File: config.mk
export PLATFORM = sky130hd
export DESIGN_NAME = wid_fifo_ctrl
export DESIGN_NICKNAME = d
export VERILOG_FILES = /design/src/rtl/wid_fifo_ctrl.sv
export SDC_FILE = /design/constraint.sdc
export NUM_CORES = 1
export LEC_CHECK = 0
export ABC_AREA = 1
export CAP_MARGIN = 20
export CELL_PAD_IN_SITES_DETAIL_PLACEMENT = 0
export CELL_PAD_IN_SITES_GLOBAL_PLACEMENT = 1
export CORE_MARGIN = 2
export CORE_UTILIZATION = 35
export DETAILED_ROUTE_END_ITERATION = 10
export GPL_TIMING_DRIVEN = 0
export PLACE_DENSITY_LB_ADDON = 0.3
export SLEW_MARGIN = 25
export SYNTH_ARGS = -nofsm -noshare
export SYNTH_HDL_FRONTEND = slang
export SYNTH_SLANG_ARGS = --single-unit
File: constraint.sdc
create_clock -name per_clk -period 2.25 [get_ports per_clk]
set_input_delay 0.675 -clock per_clk [delete_from_list [all_inputs] [get_ports per_clk]]
set_output_delay 0.675 -clock per_clk [all_outputs]
set_load 0.02 [all_outputs]
File: src/rtl/wid_fifo_ctrl.sv
// wid_fifo_ctrl: in-order write-ID queue for the AXI W channel.
// Each accepted AW pushes its AWID; the head is presented as WID for the
// current burst and retires on the W beat carrying WLAST. AW is held off
// while the queue is full, W while no ID is outstanding.
// Optional build macro WID_FIFO_BYPASS_EN: when the queue is empty, an AW
// pushed in the same cycle is presented as WID immediately (zero-cycle
// AW-to-W latency).
module wid_fifo_ctrl #(
  parameter int unsigned ID_W  = 8,
  parameter int unsigned DEPTH = 4,
  parameter int unsigned PTR_W = 2
) (
  input  logic             per_clk,
  input  logic             pad_cpu_rst_b,
  input  logic [ID_W-1:0]  biu_pad_awid,
  input  logic             biu_pad_awvalid,
  output logic             biu_pad_awready,
  output logic             pad_awvalid,
  input  logic             pad_awready,
  input  logic             biu_pad_wvalid,
  input  logic             biu_pad_wlast,
  output logic             biu_pad_wready,
  output logic             pad_wvalid,
  input  logic             pad_wready,
  output logic [ID_W-1:0]  wid,
  output logic             wid_vld,
  output logic [PTR_W:0]   wid_cnt,
  output logic             wid_full,
  output logic             wid_empty
);

  localparam logic [PTR_W:0] PtrOne = (PTR_W + 1)'(1);

  logic [ID_W-1:0] mem_q [DEPTH];
  logic [PTR_W:0]  wptr_q, wptr_d;
  logic [PTR_W:0]  rptr_q, rptr_d;
  logic            push, pop;
  logic [ID_W-1:0] head;

  // Occupancy flags from the wrap-bit pointer pair.
  always_comb begin
    wid_empty = (wptr_q == rptr_q);
    wid_full  = (wptr_q[PTR_W-1:0] == rptr_q[PTR_W-1:0]) &&
                (wptr_q[PTR_W] != rptr_q[PTR_W]);
    wid_cnt   = wptr_q - rptr_q;
    head      = mem_q[rptr_q[PTR_W-1:0]];
  end

  // AW gating: ready depends only on fullness, never on the W channel.
  always_comb begin
    pad_awvalid     = biu_pad_awvalid & ~wid_full;
    biu_pad_awready = pad_awready & ~wid_full;
    push            = biu_pad_awvalid & biu_pad_awready;
  end

  // Head ID selection; empty queue drives zero unless bypassing a fresh AW.
  always_comb begin
    wid_vld = ~wid_empty;
    wid     = wid_empty ? '0 : head;
`ifdef WID_FIFO_BYPASS_EN
    if (wid_empty && push) begin
      wid_vld = 1'b1;
      wid     = biu_pad_awid;
    end
`endif
  end

  // W gating: no beat leaves without a valid ID; WLAST retires the head.
  always_comb begin
    pad_wvalid     = biu_pad_wvalid & wid_vld;
    biu_pad_wready = pad_wready & wid_vld;
    pop            = biu_pad_wvalid & biu_pad_wready & biu_pad_wlast;
  end

  // Pointer next-state; wrap bit rolls naturally at 2*DEPTH.
  always_comb begin
    wptr_d = wptr_q;
    rptr_d = rptr_q;
    if (push) wptr_d = wptr_q + PtrOne;
    if (pop)  rptr_d = rptr_q + PtrOne;
  end

  // Pointer and storage registers; reset discards all outstanding IDs.
  always_ff @(posedge per_clk or negedge pad_cpu_rst_b) begin
    if (!pad_cpu_rst_b) begin
      wptr_q <= '0;
      rptr_q <= '0;
      for (int i = 0; i < int'(DEPTH); i++) begin
        mem_q[i] <= '0;
      end
    end else begin
      wptr_q <= wptr_d;
      rptr_q <= rptr_d;
      if (push) begin
        mem_q[wptr_q[PTR_W-1:0]] <= biu_pad_awid;
      end
    end
  end

endmodule
==> results of run 1 <==
[placed cells by master (no fill, tap or decap), types with 3 or more instances in the layout]
cell and instances:
dfrtp_1 37, o21ai_4 3, clkbuf_8 6, nor2_4 5, buf_6 16, nand4_1 3
o21ai_2 8, buf_2 4, nor2_1 34, inv_1 15, ha_1 5, a21oi_4 7
clkdlybuf4s50_1 11, nand2_2 3, buf_4 12, inv_2 3, nand2_1 104, o21ai_0 6
[final timing paths]
kind,to,depth (start not counted)
setup / recovery,wid[3],10
hold / removal,mem_q[10],1
setup reg to reg,mem_q[19],11
hold reg to reg,mem_q[17],2
max in group asynchronous,wptr_q[2],2
min in group per_clk,mem_q[17],2
[timing repair]
action                     4_1_cts  5_1_grt
gates resized for setup        135       17
pin swaps                        1        1
gates cloned                     1        0
hold buffers                     0        0
setup endpoints to repair       18       17
buffers inserted                10        2
[cells by family after synthesis]
kind of cell / after synthesis
AOI/OAI and AO/OA: 27
xor gates and xnor gates: 4
buffers and inverters: 29
adders and majority gates: 8
and+or+nand+nor: 155
DFF: 38
[worst reg2reg max path: stages, from the launching register on]
cell      delay [ns]
dfrtp_1         0.40
buf_6           0.14
clkinv_8        0.04
ha_4            0.18
nand2_2         0.06
inv_2           0.04
buf_4           0.13
nand3_4         0.07
buf_4           0.15
nand4_1         0.39
nand2_1         0.19
nand2_1         0.07
[state kept, by name, summed over array words and instances, names as in the netlist]
register / count
rptr_q: 3
mem_q: 32
wptr_q: 3
[cell type report]
type	count	area share, %
plain buffers	7	2.703
clock buffers	6	2.831
clock inverters	1	1.030
inverters	22	3.647
multi-input cells	194	39.04
flip-flops and latches	38	32.65
well taps	72	3.089
repair buffers	44	15.02
[per-stage QoR]
| step | setup TNS, ns | setup slack, ns | util (%) | hold slack [ns] |
|---|---|---|---|---|
| after floorplan | -0.008724 | -0.004362 | - | 0.3794 |
| final | -0.9617 | -0.09940 | 52.64 | 0.2856 |
| after detailed placement | -9.653 | -0.7195 | 45.89 | 0.4602 |
| after global routing | -2.037 | -0.1582 | 52.64 | 0.3153 |
| after global placement | -29.03 | -0.7282 | 45.62 | 0.4561 |
| after CTS | -1.028 | -0.1122 | 51.24 | 0.2981 |
[power by group through the flow]
stage	Clock, mW	Combinational (mW)	Sequential [mW]
floorplan	0	1.82	1.15
global placement	0	2.70	1.19
detailed placement	0	2.72	1.21
CTS	0.606	3.18	1.21
global route	0.635	3.64	1.28
finish	0.603	3.34	1.22
[routing by layer]
| layer | vias to the layer above | routed length (um) | GRT usage [%] |
|---|---|---|---|
| met1 | 851 | 2411 | 24.39 |
| met3 | 2 | 290 | 3.708 |
| li1 | 903 | - | - |
| met5 | - | 0 | 0 |
| met2 | 45 | 2628 | 32.25 |
| met4 | 0 | 23 | 4.068 |
==> metrics.md, run 1 <==
| Metric | Value |
|---|---|
| Vias in the first global route | 1,734 |
| Critical Path RT | 1.57 ns |
| Routed WL | ~5.4 mm |
| Area grow syn2layout | 44.07% |
| Synth warn | 0 |
| Largest delay share family, worst path | buffers and inverters |
| Min Tclk post-route | 2.349 ns |
| Clk_lat worst skew | 0.29 ns |
| Post-Place Cell Area | ~2500 um^2 |
| Clk slew on worst S/H paths | approximately 0.08 ns |
| Wire per inst | around 14 um |
| Peak VDD IR | 0.8853 mV |
| XOR/XNOR share of the synthesized area | 1.731% |
| Max Fanout on Critical Path | 5 |
| Placed Cells | 364 |
| DRC Markers | 0 |
| Drt via density | between 4 and 5 |
| Critical path cell sequence | buf_6 -> clkinv_8 -> ha_4 -> nand2_2 -> inv_2 -> nand2_4 -> inv_6 -> buf_12 -> a21oi_4 -> buf_6 |
| Routability cong. | 0.7372 |
| RSZ-0062 raised after global routing | true |
| Horiz. Die Dim | 80.06 um |
| FF-to-FF Start | rptr_q[1] |
| Layout cells sized above 1 | between 20% and 30% |
| CP Class | reg2out |
| Final setup skew | 0.005509 ns |
| Gate Count Post-Synth | roughly 260 |
| Syn Area/Cell | a little under 8 um^2 |
| Number of synthesized flops with an enable pin | 0 |
| Pwr dens | roughly 1800 nW/um^2 |
| Synth top area share | approximately 47% |
| FF+latch count, synth | 38 |
| Sw Share | 43.92% |
| Filler instances | between 500 and 600 |
| Final ANT Viol Nets | 0 |
| Post-Layout Cell Count | 384 |
| CTS tree | yes |
| H-tree depth | 2 |
| Largest net degree at the start of global routing | 27 |
| Period Utilization, post-route | 104.4% |
| Overflow after GRT | 0 |
| Power share of the clock group | 11.7% |
| Simple-gate area share of the yosys netlist | 33.50% |
| Syn nets | about 280 |
| Synth Cell Area | between 2000 and 2500 um^2 |
| Flop pwr share | 23.7% |
| Sw Pwr | 2.269 mW |
| Die span in y | 80.06 um |
| CP startpoint kind | register |
| Async S/R FF share, synth | 100.0% |
| Failing checks | negative setup slack |
| Top cells by count, synth | 105 x nand2_1, 38 x dfrtp_1, 36 x nor2_1, 21 x inv_1, 19 x o21ai_0 |
| Leakage | 1.447 nW |
| Mux contribution to synthesized area | 0% |
| Vias | 1,801 |
| N_diodes | 0 |
| Clock sinks | 38 |
| Cell with the most instances after synthesis | nand2_1 |
| Die footprint | roughly 6400 um^2 |
| Slowest Stage Delay on Critical Path | 0.40 ns |
| DP Wirelength | 3.596 mm |
| Crit path DAT | around 1.7 ns |
| CTS root buf | clkbuf_8 |
| Initial core utilization | 36.54% |
| Final Hold Vio Count | 0 |
| I/O Buffers | 30 |
| Post-Synth Adder-Cell Area | 5.315% |
| Tot GR Track Use | 18.74% |
| Initial drt markers | ~110 |
| Initial antenna violation count | 0 |
| Fin worst setup slack | -0.09940 ns |
| TritonCTS Buffers | 5 |
| R2R setup slack | ~0.28 ns |
| Largest family of logic cells by synthesized area | simple AND/OR/NAND/NOR gates |
| Hold Path Class | in2async |
| Final Max Tran Viols | 0 |
| Register Area | around 950 um^2 |
| Distinct cells, synth | 20 |
| Final setup violation count | 15 |
| Power, Total | between 5 and 6 mW |
| Seq/Total Area, Yosys | 46.97% |
| Outcome | finished with violations |
| Multi-input gate area | 1139 um^2 |
| Critical Path Sink Type | primary output |
| Row count | 27 |
| Crit path launch | rptr_q[1] |
| Post-route cell area | 2917 um^2 |
| Layout Nets | about 340 |
| Critical Path Most Common Cell | buf_6 |
| Synth Flop Type | dfrtp_1 |
| CP bufs+invs | 6 |
| Worst-case clock buffer depth | 2 |
| Int Pwr | 2.898 mW |
| Fmax | around 430 MHz |
| Ranking of synthesized cells by area | dfrtp_1 47%, nand2_1 19%, nor2_1 6.7% |
| Slew headroom | 67.26% |
| Worst Max-Slew Pin Slew | between 0.4 and 0.5 ns |
| Num ports | 33 |
| Synth Area in Compound Gates | 6.675% |
| First-pass GRT wire length | between 8 and 9 mm |
| Drt first pass iters | 4 |
| Cell taking the most area after synthesis | dfrtp_1 |
| Max-cap viol count | 0 |
| Combinational share of power | between 60% and 70% |
| Critical Path Slowest Stage Cell | dfrtp_1 |
| Core area | 5540 um^2 |
Note: power is estimated with default switching activity, not from simulation.
==> run 2: changes to the inputs <==
CTS_CLUSTER_SIZE = 25   (was default)
==> results of run 2 <==
No change in the layout: final DEF, timing and power equal those of run 1.
